File: config.mk
export PLATFORM = sky130hd
export DESIGN_NAME = uart_transmitter
export DESIGN_NICKNAME = d
export VERILOG_FILES = /design/src/rtl/uart_transmitter.sv
export SDC_FILE = /design/constraint.sdc
export NUM_CORES = 1
export LEC_CHECK = 0
export CORE_MARGIN = 8
export CORE_UTILIZATION = 55
export DETAILED_ROUTE_END_ITERATION = 8
export DONT_BUFFER_PORTS = 1
export GPL_ROUTABILITY_DRIVEN = 1
export PLACE_DENSITY = 0.75
export SLEW_MARGIN = 20
export SYNTH_ARGS = -nofsm -noshare
export SYNTH_HDL_FRONTEND = slang
export SYNTH_SLANG_ARGS = --single-unit
File: constraint.sdc
create_clock -name clk_50MHz -period 3.5 [get_ports clk_50MHz]
set_input_delay 0.525 -clock clk_50MHz [delete_from_list [all_inputs] [get_ports clk_50MHz]]
set_output_delay 0.525 -clock clk_50MHz [all_outputs]
set_load 0.02 [all_outputs]
File: src/rtl/uart_transmitter.sv
// 8N1 UART transmitter, LSB-first, paced by a shared 16x-baud sample_tick.
// A small write FIFO decouples the producer from line timing.
`timescale 1ns/1ps
module uart_transmitter #(
  parameter int unsigned DATA_BITS     = 8,
  parameter int unsigned STOP_BIT_TICK = 16,
  parameter int unsigned FIFO_DEPTH    = 4,
  parameter int unsigned FIFO_AW       = 2
) (
  input  logic                 clk_50MHz,
  input  logic                 reset,
  input  logic                 sample_tick,
  input  logic                 wr_en,
  input  logic [DATA_BITS-1:0] wr_data,
  output logic                 full,
  output logic                 empty,
  output logic                 tx,
  output logic                 tx_busy,
  output logic                 tx_done
);

  localparam int unsigned TICK_W  = 4;
  localparam int unsigned NBITS_W = $clog2(DATA_BITS);
  localparam int unsigned CNT_W   = FIFO_AW + 1;

  localparam logic [1:0] ST_IDLE  = 2'd0;
  localparam logic [1:0] ST_START = 2'd1;
  localparam logic [1:0] ST_DATA  = 2'd2;
  localparam logic [1:0] ST_STOP  = 2'd3;

  localparam logic [TICK_W-1:0]  TICK_LAST  = TICK_W'(STOP_BIT_TICK - 1);
  localparam logic [NBITS_W-1:0] NBITS_LAST = NBITS_W'(DATA_BITS - 1);
  localparam logic [CNT_W-1:0]   CNT_FULL   = CNT_W'(FIFO_DEPTH);

  logic [1:0]           state_q, state_d;
  logic [TICK_W-1:0]    tick_q, tick_d;
  logic [NBITS_W-1:0]   nbits_q, nbits_d;
  logic [DATA_BITS-1:0] shift_q, shift_d;
  logic [FIFO_AW-1:0]   wr_ptr_q, wr_ptr_d;
  logic [FIFO_AW-1:0]   rd_ptr_q, rd_ptr_d;
  logic [CNT_W-1:0]     count_q, count_d;
  logic [DATA_BITS-1:0] mem_q [FIFO_DEPTH];
  logic [DATA_BITS-1:0] mem_d [FIFO_DEPTH];
  logic                 full_q, full_d;
  logic                 empty_q, empty_d;
  logic                 tx_q, tx_d;
  logic                 busy_q, busy_d;
  logic                 done_q, done_d;
  logic                 push;
  logic                 pop;

  // FIFO: full is registered, so a write in the same cycle as a pop from full is dropped
  always_comb begin
    push     = wr_en && !full_q;
    pop      = (state_q == ST_IDLE) && !empty_q;
    mem_d    = mem_q;
    wr_ptr_d = wr_ptr_q;
    rd_ptr_d = rd_ptr_q;
    count_d  = count_q;
    if (push) begin
      mem_d[wr_ptr_q] = wr_data;
      wr_ptr_d        = wr_ptr_q + FIFO_AW'(1);
    end
    if (pop) begin
      rd_ptr_d = rd_ptr_q + FIFO_AW'(1);
    end
    case ({push, pop})
      2'b10:   count_d = count_q + CNT_W'(1);
      2'b01:   count_d = count_q - CNT_W'(1);
      default: count_d = count_q;
    endcase
    full_d  = (count_d == CNT_FULL);
    empty_d = (count_d == '0);
  end

  // Frame FSM; tx and status are registered from the next-state values
  always_comb begin
    state_d = state_q;
    tick_d  = tick_q;
    nbits_d = nbits_q;
    shift_d = shift_q;
    done_d  = 1'b0;
    case (state_q)
      ST_IDLE: begin
        if (!empty_q) begin
          shift_d = mem_q[rd_ptr_q];
          tick_d  = '0;
          state_d = ST_START;
        end
      end
      ST_START: begin
        if (sample_tick) begin
          if (tick_q == TICK_LAST) begin
            tick_d  = '0;
            nbits_d = '0;
            state_d = ST_DATA;
          end else begin
            tick_d = tick_q + TICK_W'(1);
          end
        end
      end
      ST_DATA: begin
        if (sample_tick) begin
          if (tick_q == TICK_LAST) begin
            tick_d  = '0;
            shift_d = shift_q >> 1;
            if (nbits_q == NBITS_LAST) begin
              state_d = ST_STOP;
            end else begin
              nbits_d = nbits_q + NBITS_W'(1);
            end
          end else begin
            tick_d = tick_q + TICK_W'(1);
          end
        end
      end
      ST_STOP: begin
        if (sample_tick) begin
          if (tick_q == TICK_LAST) begin
            tick_d  = '0;
            done_d  = 1'b1;
            state_d = ST_IDLE;
          end else begin
            tick_d = tick_q + TICK_W'(1);
          end
        end
      end
      default: state_d = ST_IDLE;
    endcase

    case (state_d)
      ST_START: tx_d = 1'b0;
      ST_DATA:  tx_d = shift_d[0];
      default:  tx_d = 1'b1;
    endcase
    busy_d = (state_d != ST_IDLE);
  end

  always_ff @(posedge clk_50MHz) begin
    if (reset) begin
      state_q  <= ST_IDLE;
      tick_q   <= '0;
      nbits_q  <= '0;
      shift_q  <= '0;
      wr_ptr_q <= '0;
      rd_ptr_q <= '0;
      count_q  <= '0;
      mem_q    <= '{default: '0};
      full_q   <= 1'b0;
      empty_q  <= 1'b1;
      tx_q     <= 1'b1;
      busy_q   <= 1'b0;
      done_q   <= 1'b0;
    end else begin
      state_q  <= state_d;
      tick_q   <= tick_d;
      nbits_q  <= nbits_d;
      shift_q  <= shift_d;
      wr_ptr_q <= wr_ptr_d;
      rd_ptr_q <= rd_ptr_d;
      count_q  <= count_d;
      mem_q    <= mem_d;
      full_q   <= full_d;
      empty_q  <= empty_d;
      tx_q     <= tx_d;
      busy_q   <= busy_d;
      done_q   <= done_d;
    end
  end

  assign full    = full_q;
  assign empty   = empty_q;
  assign tx      = tx_q;
  assign tx_busy = busy_q;
  assign tx_done = done_q;

endmodule
==> impl_results.md, run 1 <==
- Die area: 0.00737 mm²
- CTS clk-pin slew, worst paths: 0.06 ns
- Logic pwr share: 21.3%
- Clk_lat worst skew: 0.34 ns
- Worst hold endpoint: tick_q[0]
- Post-CTS Setup Repair Bufs: 0
- Tightest Pin Transition: 0.537 ns
- Critical Path Fanout Max: 16
- Slowest stage delay, CP: 0.40 ns
- Critical path's slowest cell: fa_1
- Final GP Congestion: 0.760
- Total number of vias: 2,079
- Yosys cell types: 35
- Num rows: 25
- Nets: 317
- Final Skew: 0.00569 ns
- Setup TNS: 0 ns
- Cell taking the most area after synthesis: dfxtp_1
- Hpwl dp: 3.38 mm
- Status: completed
- Reg power frac: 46.1%
- Power after layout: 1.90 mW
- Syn. warnings: 0
- Layout cells sized above 1: 6.38%
- First-pass GRT wire length: 8.85 mm
- Slew margin rel.: 64.2%
- CP Class: reg -> reg
- Io pins: 17
- Routed wire length: 5.31 mm
- Crit path cell chain: nor3_2 -> buf_4 -> ha_1 -> inv_1 -> fa_1 -> xor2_1 -> or3_1 -> a21oi_1 -> nor2b_1
- Initial antenna violation count: 0
- Data required, critical path: 3.78 ns
- Depth of the worst register-to-register path: 9
- Clock Path Buffers: 2
- Reg2reg start: state_q[1]
- CTS Buf Count: 9
- Die width: 85.9 µm
- Area grow syn2layout: 7.69%
- Worst endpoint data arrival time: 2.68 ns
- Yosys reg bits: 61
- Antenna Nets Post-Route: 0
- Setup violators final: 0
- Grt total ovfl: 0
- Final worst path period share: 68.7%
- Share of the synthesized area in the top cell type: 45.5%
- Static Leak: 1.06 nW
- Cell count after synthesis: 302
- Minimum clock period after layout: 2.41 ns
- Hold bufs inserted after CTS: 0
- Vias in the first global route: 1,911
- H-tree depth: 3
- Crit path launch: state_q[1]
- WL per Instance: 14.6 µm
- Worst setup EP type: flip-flop
- Core Util, Final: 61.2%
- Top cells by area, synth: dfxtp_1 (46%), a21oi_1 (8.8%), mux4_1 (6.9%), nand2_1 (6.9%), nand3_1 (6.2%)
- CTS Sinks: 61
- Slew Limit Fails: 0
- Final-report hold violation count: 0
- Maximum vdd drop: 0.379 mV
- I/O Buffers: 0
- Max Cap Viol: 0
- DRC viols: 0
- Crit start category: flip-flop
- ANT cells: 0
- Pwr Density: 656 mW/mm²
- Average size of a mapped cell: 8.89 µm²
- Via-per-instance ratio: 5.70
- All-Layer GR Usage: 15.3%
- CTS tree: yes
- Hold_sp: reset
- Core area: 0.00472 mm²
- Reg2reg end: full
- RSZ-0062 raised after global routing: no
- Syn_nets: 325
- R2R Setup Slk: 1.09 ns
- Starting DRT DRC Count: 122
- PostCTS Resize Cnt: 0
- Largest net degree at the start of global routing: 60
- Sw frac: 30.3%
- Clk pwr share: 32.6%
- Die Y: 85.9 µm
- Max Clock Freq: 416 MHz
- Root Driver: clkbuf_8
- Hold path depth: 1
- Initial cell density of the core: 56.8%
- Drt first pass iters: 6
- Worst hold path type: in -> reg
- Synthesized cell area: 0.00268 mm²
- Cell Int Power: 1.32 mW
- NetSw: 0.575 mW
- Seq/Total Area, Yosys: 45.5%
## registers in the layout, summed over array words and instances, names as in the netlist
signal / cells
count_q: 3
empty: 1
full: 1
mem_q: 32
nbits_q: 3
rd_ptr_q: 2
shift_q: 8
state_q: 2
tick_q: 4
tx: 1
tx_busy: 1
tx_done: 1
wr_ptr_q: 2
## per-layer routing
layer | track usage, % | wire, µm | up-vias
met2 | 24.1 | 2430 | 43
met4 | 5.25 | 76 | 0
met5 | 0 | 0 | -
li1 | - | - | 1037
met3 | 5.92 | 285 | 10
met1 | 18.5 | 2520 | 989
## power by group through the flow
| stage | logic [mW] | clock network, mW | registers (mW) |
|---|---|---|---|
| floorplan | 0.372 | 0 | 0.846 |
| global placement | 0.394 | 0 | 0.887 |
| finish | 0.405 | 0.618 | 0.874 |
| global route | 0.460 | 0.660 | 0.888 |
| detailed placement | 0.403 | 0 | 0.890 |
| CTS | 0.404 | 0.628 | 0.875 |
## synth_stat cells, drive strengths merged
library cell	instances
or3b	1
a22oi	7
and2	3
nor2	18
a211o	1
a221o	1
clkbuf	18
buf	3
nor3	3
nor3b	3
nor2b	5
mux2i	2
and4	1
mux4	8
o21a	1
inv	9
a31oi	2
xnor2	2
or3	1
a311o	1
o2111ai	2
ha	10
dfxtp	61
nand3	33
fa	1
xor2	5
o21ai	4
nand2	49
a21oi	47
## stage by stage
step	cell area [µm²]	setup slack [ns]	std cells	hold WS, ns
floorplan	2680	0.926	302	0.427
global placement	2700	1.17	350	0.431
detailed placement	2700	1.08	350	0.437
CTS	2890	1.07	365	0.240
global route	2890	0.844	365	0.237
finish	2890	1.09	365	0.254
## worst max-delay path by stage
stage	end	slack, ns	cells after the start
floorplan	full	0.93	10
global placement	full	1.17	9
detailed placement	full	1.08	9
CTS	full	1.07	9
global route	full	0.84	9
finish	full	1.09	9
## layout make-up
type                            instances  area (µm²)
Clock inverter                          1        30.0
Sequential cell                        61        1220
Tap cell                               67        83.8
Timing Repair Buffer                    2        15.0
Inverter                                9        33.8
Fill cell                             421        1830
Clock buffer                           14         163
Multi-Input combinational cell        211        1340
## placed cells by master, fill, tap and decap left out, drive strengths merged, types with 4 or more instances in the layout
cell and n:
nand3 33, a22oi 7, nor2 18, xor2 5
o21ai 4, mux4 8, a21oi 47, clkbuf 14
nand2 49, nor2b 5, dfxtp 61, inv 9
ha 10
## worst max-delay path: cells and delay by family (launching register included)
family                   cells  cell delay [ns]
AND/OR/NAND/NOR              3             0.66
XOR/XNOR                     1             0.17
adder cells (fa/ha/maj)      2             0.60
AO/OA/AOI/OAI                1             0.22
buffers and inverters        2             0.29
flip-flops                   1             0.39
## cell families (layout without fill, tap and decap cells)
logic type	count (synthesis)	count (layout)	synth area share, %
mux	10	10	8.44
flops	61	61	45.5
buf+inv	30	26	4.52
compound gates	66	66	13.9
simple gates	117	117	19.9
fa+ha+maj	11	11	5.41
xor+xnor	7	7	2.28
(Power assumes the default switching activity.)
==> run 2, diff against run 1 <==
==> constraint.sdc (replaced) <==
create_clock -name clk_50MHz -period 2.3 [get_ports clk_50MHz]
set_input_delay 0.345 -clock clk_50MHz [delete_from_list [all_inputs] [get_ports clk_50MHz]]
set_output_delay 0.345 -clock clk_50MHz [all_outputs]
set_load 0.02 [all_outputs]
==> impl_results.md, run 2 (synthesized netlist as in run 1, its figures left out) <==
- Status: completed
- Power after layout: 2.99 mW (+58%)
- Drt first pass iters: 4 (-2)
- Die area: 0.00737 mm² (unchanged)
- Final-report hold violation count: 0 (unchanged)
- Commonest non-fill, non-tap cell in the layout: dfxtp_1
- Slowest stage delay, CP: 0.40 ns (about the same)
- Post-CTS Setup Repair Bufs: 0 (unchanged)
- Depth of the worst register-to-register path: 8 (-1)
- Hpwl dp: 3.55 mm (+5.0%)
- Largest reg by FF count: mem_q
- Setup TNS: 0 ns (unchanged)
- Initial antenna violation count: 0 (unchanged)
- Root Driver: clkbuf_8
- Worst endpoint data arrival time: 2.38 ns (-0.30 ns)
- CP delay by family, top: simple AND/OR/NAND/NOR gates
- DRC viols: 0 (unchanged)
- DP Area: 0.00278 mm² (+3.1%)
- Final instance count without filler cells: 374 (+2.5%)
- Initial cell density of the core: 56.8% (unchanged)
- Max Cap Viol: 0 (unchanged)
- Via-per-instance ratio: 5.58 (-2.0%)
- Critical path buffers and inverters: 1 (-1)
- Final hold slack: 0.0879 ns (-0.166 ns)
- Final worst path period share: 92.6% (+24 points)
- Tightest Pin Transition: 0.539 ns (+0.00253 ns)
- Final instance area: 0.00298 mm² (+3.1%)
- Final WS setup: 0.170 ns (-0.924 ns)
- Vias in the first global route: 1,920 (+0.47%)
- Area grow syn2layout: 11.0%
- Nets: 327 (+3.2%)
- H-tree depth: 3 (unchanged)
- Worst setup EP type: flip-flop
- Final Skew: 0.00975 ns (+0.00407 ns)
- Starting DRT DRC Count: 179 (+47%)
- Largest regs: mem_q x32, shift_q x8, tick_q x4
- Max Clock Freq: 469 MHz (+13%)
- All-Layer GR Usage: 16.0% (+0.77 points)
- Crit path cell chain: nor3_4 -> ha_1 -> inv_1 -> fa_1 -> xor2_1 -> or3_1 -> a21oi_1 -> nor2b_1
- Clk_lat worst skew: 0.32 ns (-0.02 ns)
- Reg2reg start: state_q[0]
- Critical Path Fanout Max: 3 (-13)
- Slew margin rel.: 64.1% (-0.17 points)
- PostCTS Resize Cnt: 0 (unchanged)
- I/O Buffers: 0 (unchanged)
- Io pins: 17 (unchanged)
- Final GP Congestion: 0.763 (+0.41%)
- Routed wire length: 5.46 mm (+2.8%)
- RSZ-0062 raised after global routing: no
- Num rows: 25 (unchanged)
- Grt total ovfl: 0 (unchanged)
- Hold bufs inserted after CTS: 0 (unchanged)
- Maximum vdd drop: 0.500 mV (+32%)
- Setup violators final: 0 (unchanged)
- CTS tree: yes
- Die width: 85.9 µm (unchanged)
- WP depth: 8 (-1)
- Static Leak: 1.12 nW (+5.4%)
- Largest net degree at the start of global routing: 60 (unchanged)
- Minimum clock period after layout: 2.13 ns (-0.276 ns)
- Largest register FFs: 32 (unchanged)
- CTS Sinks: 61 (unchanged)
- Worst setup endpoint: full
- DP Worst Slack: 0.172 ns (-0.907 ns)
- Core area: 0.00472 mm² (unchanged)
- Data required, critical path: 2.55 ns (-1.23 ns)
- Core Util, Final: 63.1% (+1.9 points)
- Pwr Density: 1000 mW/mm² (+53%)
- CTS Buf Count: 9 (unchanged)
- Crit path launch: state_q[0]
- Layout cells sized above 1: 10.1% (+3.7 points)
- Reg2reg end: full
- Slew Limit Fails: 0 (unchanged)
- CTS clk-pin slew, worst paths: 0.07 ns (about the same)
- Die Y: 85.9 µm (unchanged)
- WL per Instance: 14.6 µm (+0.31%)
- Crit start category: flip-flop
- First-pass GRT wire length: 9.34 mm (+5.5%)
- Worst hold path type: in -> reg
- Antenna Nets Post-Route: 0 (unchanged)
- R2R Setup Slk: 0.17 ns (-0.92 ns)
- Total number of vias: 2,088 (+0.43%)
- Dpl cells: 360 (+2.9%)
- Most frequent cells in the layout: dfxtp_1 (60), nand2_1 (49), a21oi_1 (47)
- Clock Path Buffers: 2 (unchanged)
- Critical path's slowest cell: fa_1
- CP Class: reg -> reg
- ANT cells: 0 (unchanged)
==> run 2: changes by cell type in the layout (fill, tap and decap cells not counted), sizes merged <==
cell,before,now
clkbuf,14,13
buf,2,12
==> run 2: worst min path at each step <==
| stage | to | slack (ns) | cells past startpoint | from |
|---|---|---|---|---|
| after global placement | nbits_q[2] | 0.42 | 1 | reset |
| after global routing | tick_q[1] | 0.07 | 1 | reset |
| after CTS | tick_q[0] | 0.07 | 1 | reset |
| after detailed placement | tick_q[0] | 0.43 | 1 | reset |
| after floorplan | shift_q[6] | 0.43 | 2 | shift_q[7] |
| final | tick_q[0] | 0.09 | 1 | reset |
==> run 2: where the power goes <==
part	internal (mW)	switching (mW)
registers	1.18	0.0870
logic	0.326	0.428
clock network	0.579	0.388
==> run 2: final cells by class <==
cell class / instances / area, µm²
Fill cell: 392 / 1740
Multi-Input combinational cell: 211 / 1350
Sequential cell: 61 / 1220
Clock buffer: 13 / 169
Timing Repair Buffer: 12 / 90.1
Tap cell: 67 / 83.8
Inverter: 9 / 33.8
Clock inverter: 1 / 30.0
==> run 2: worst register-to-register path, stage by stage (launching register included) <==
cell     delay [ns]
dfxtp_1        0.33
nor3_4         0.20
ha_1           0.21
inv_1          0.07
fa_1           0.40
xor2_1         0.17
or3_1          0.30
a21oi_1        0.24
nor2b_1        0.15
==> run 2: routing by layer <==
| metal | up-vias | GRT usage (%) | routed length [µm] |
|---|---|---|---|
| met1 | 984 | 20.6 | 2560 |
| met3 | 5 | 4.78 | 311 |
| met4 | 0 | 6.21 | 59 |
| met2 | 41 | 24.7 | 2520 |
| li1 | 1058 | - | - |
| met5 | - | 0 | 0 |
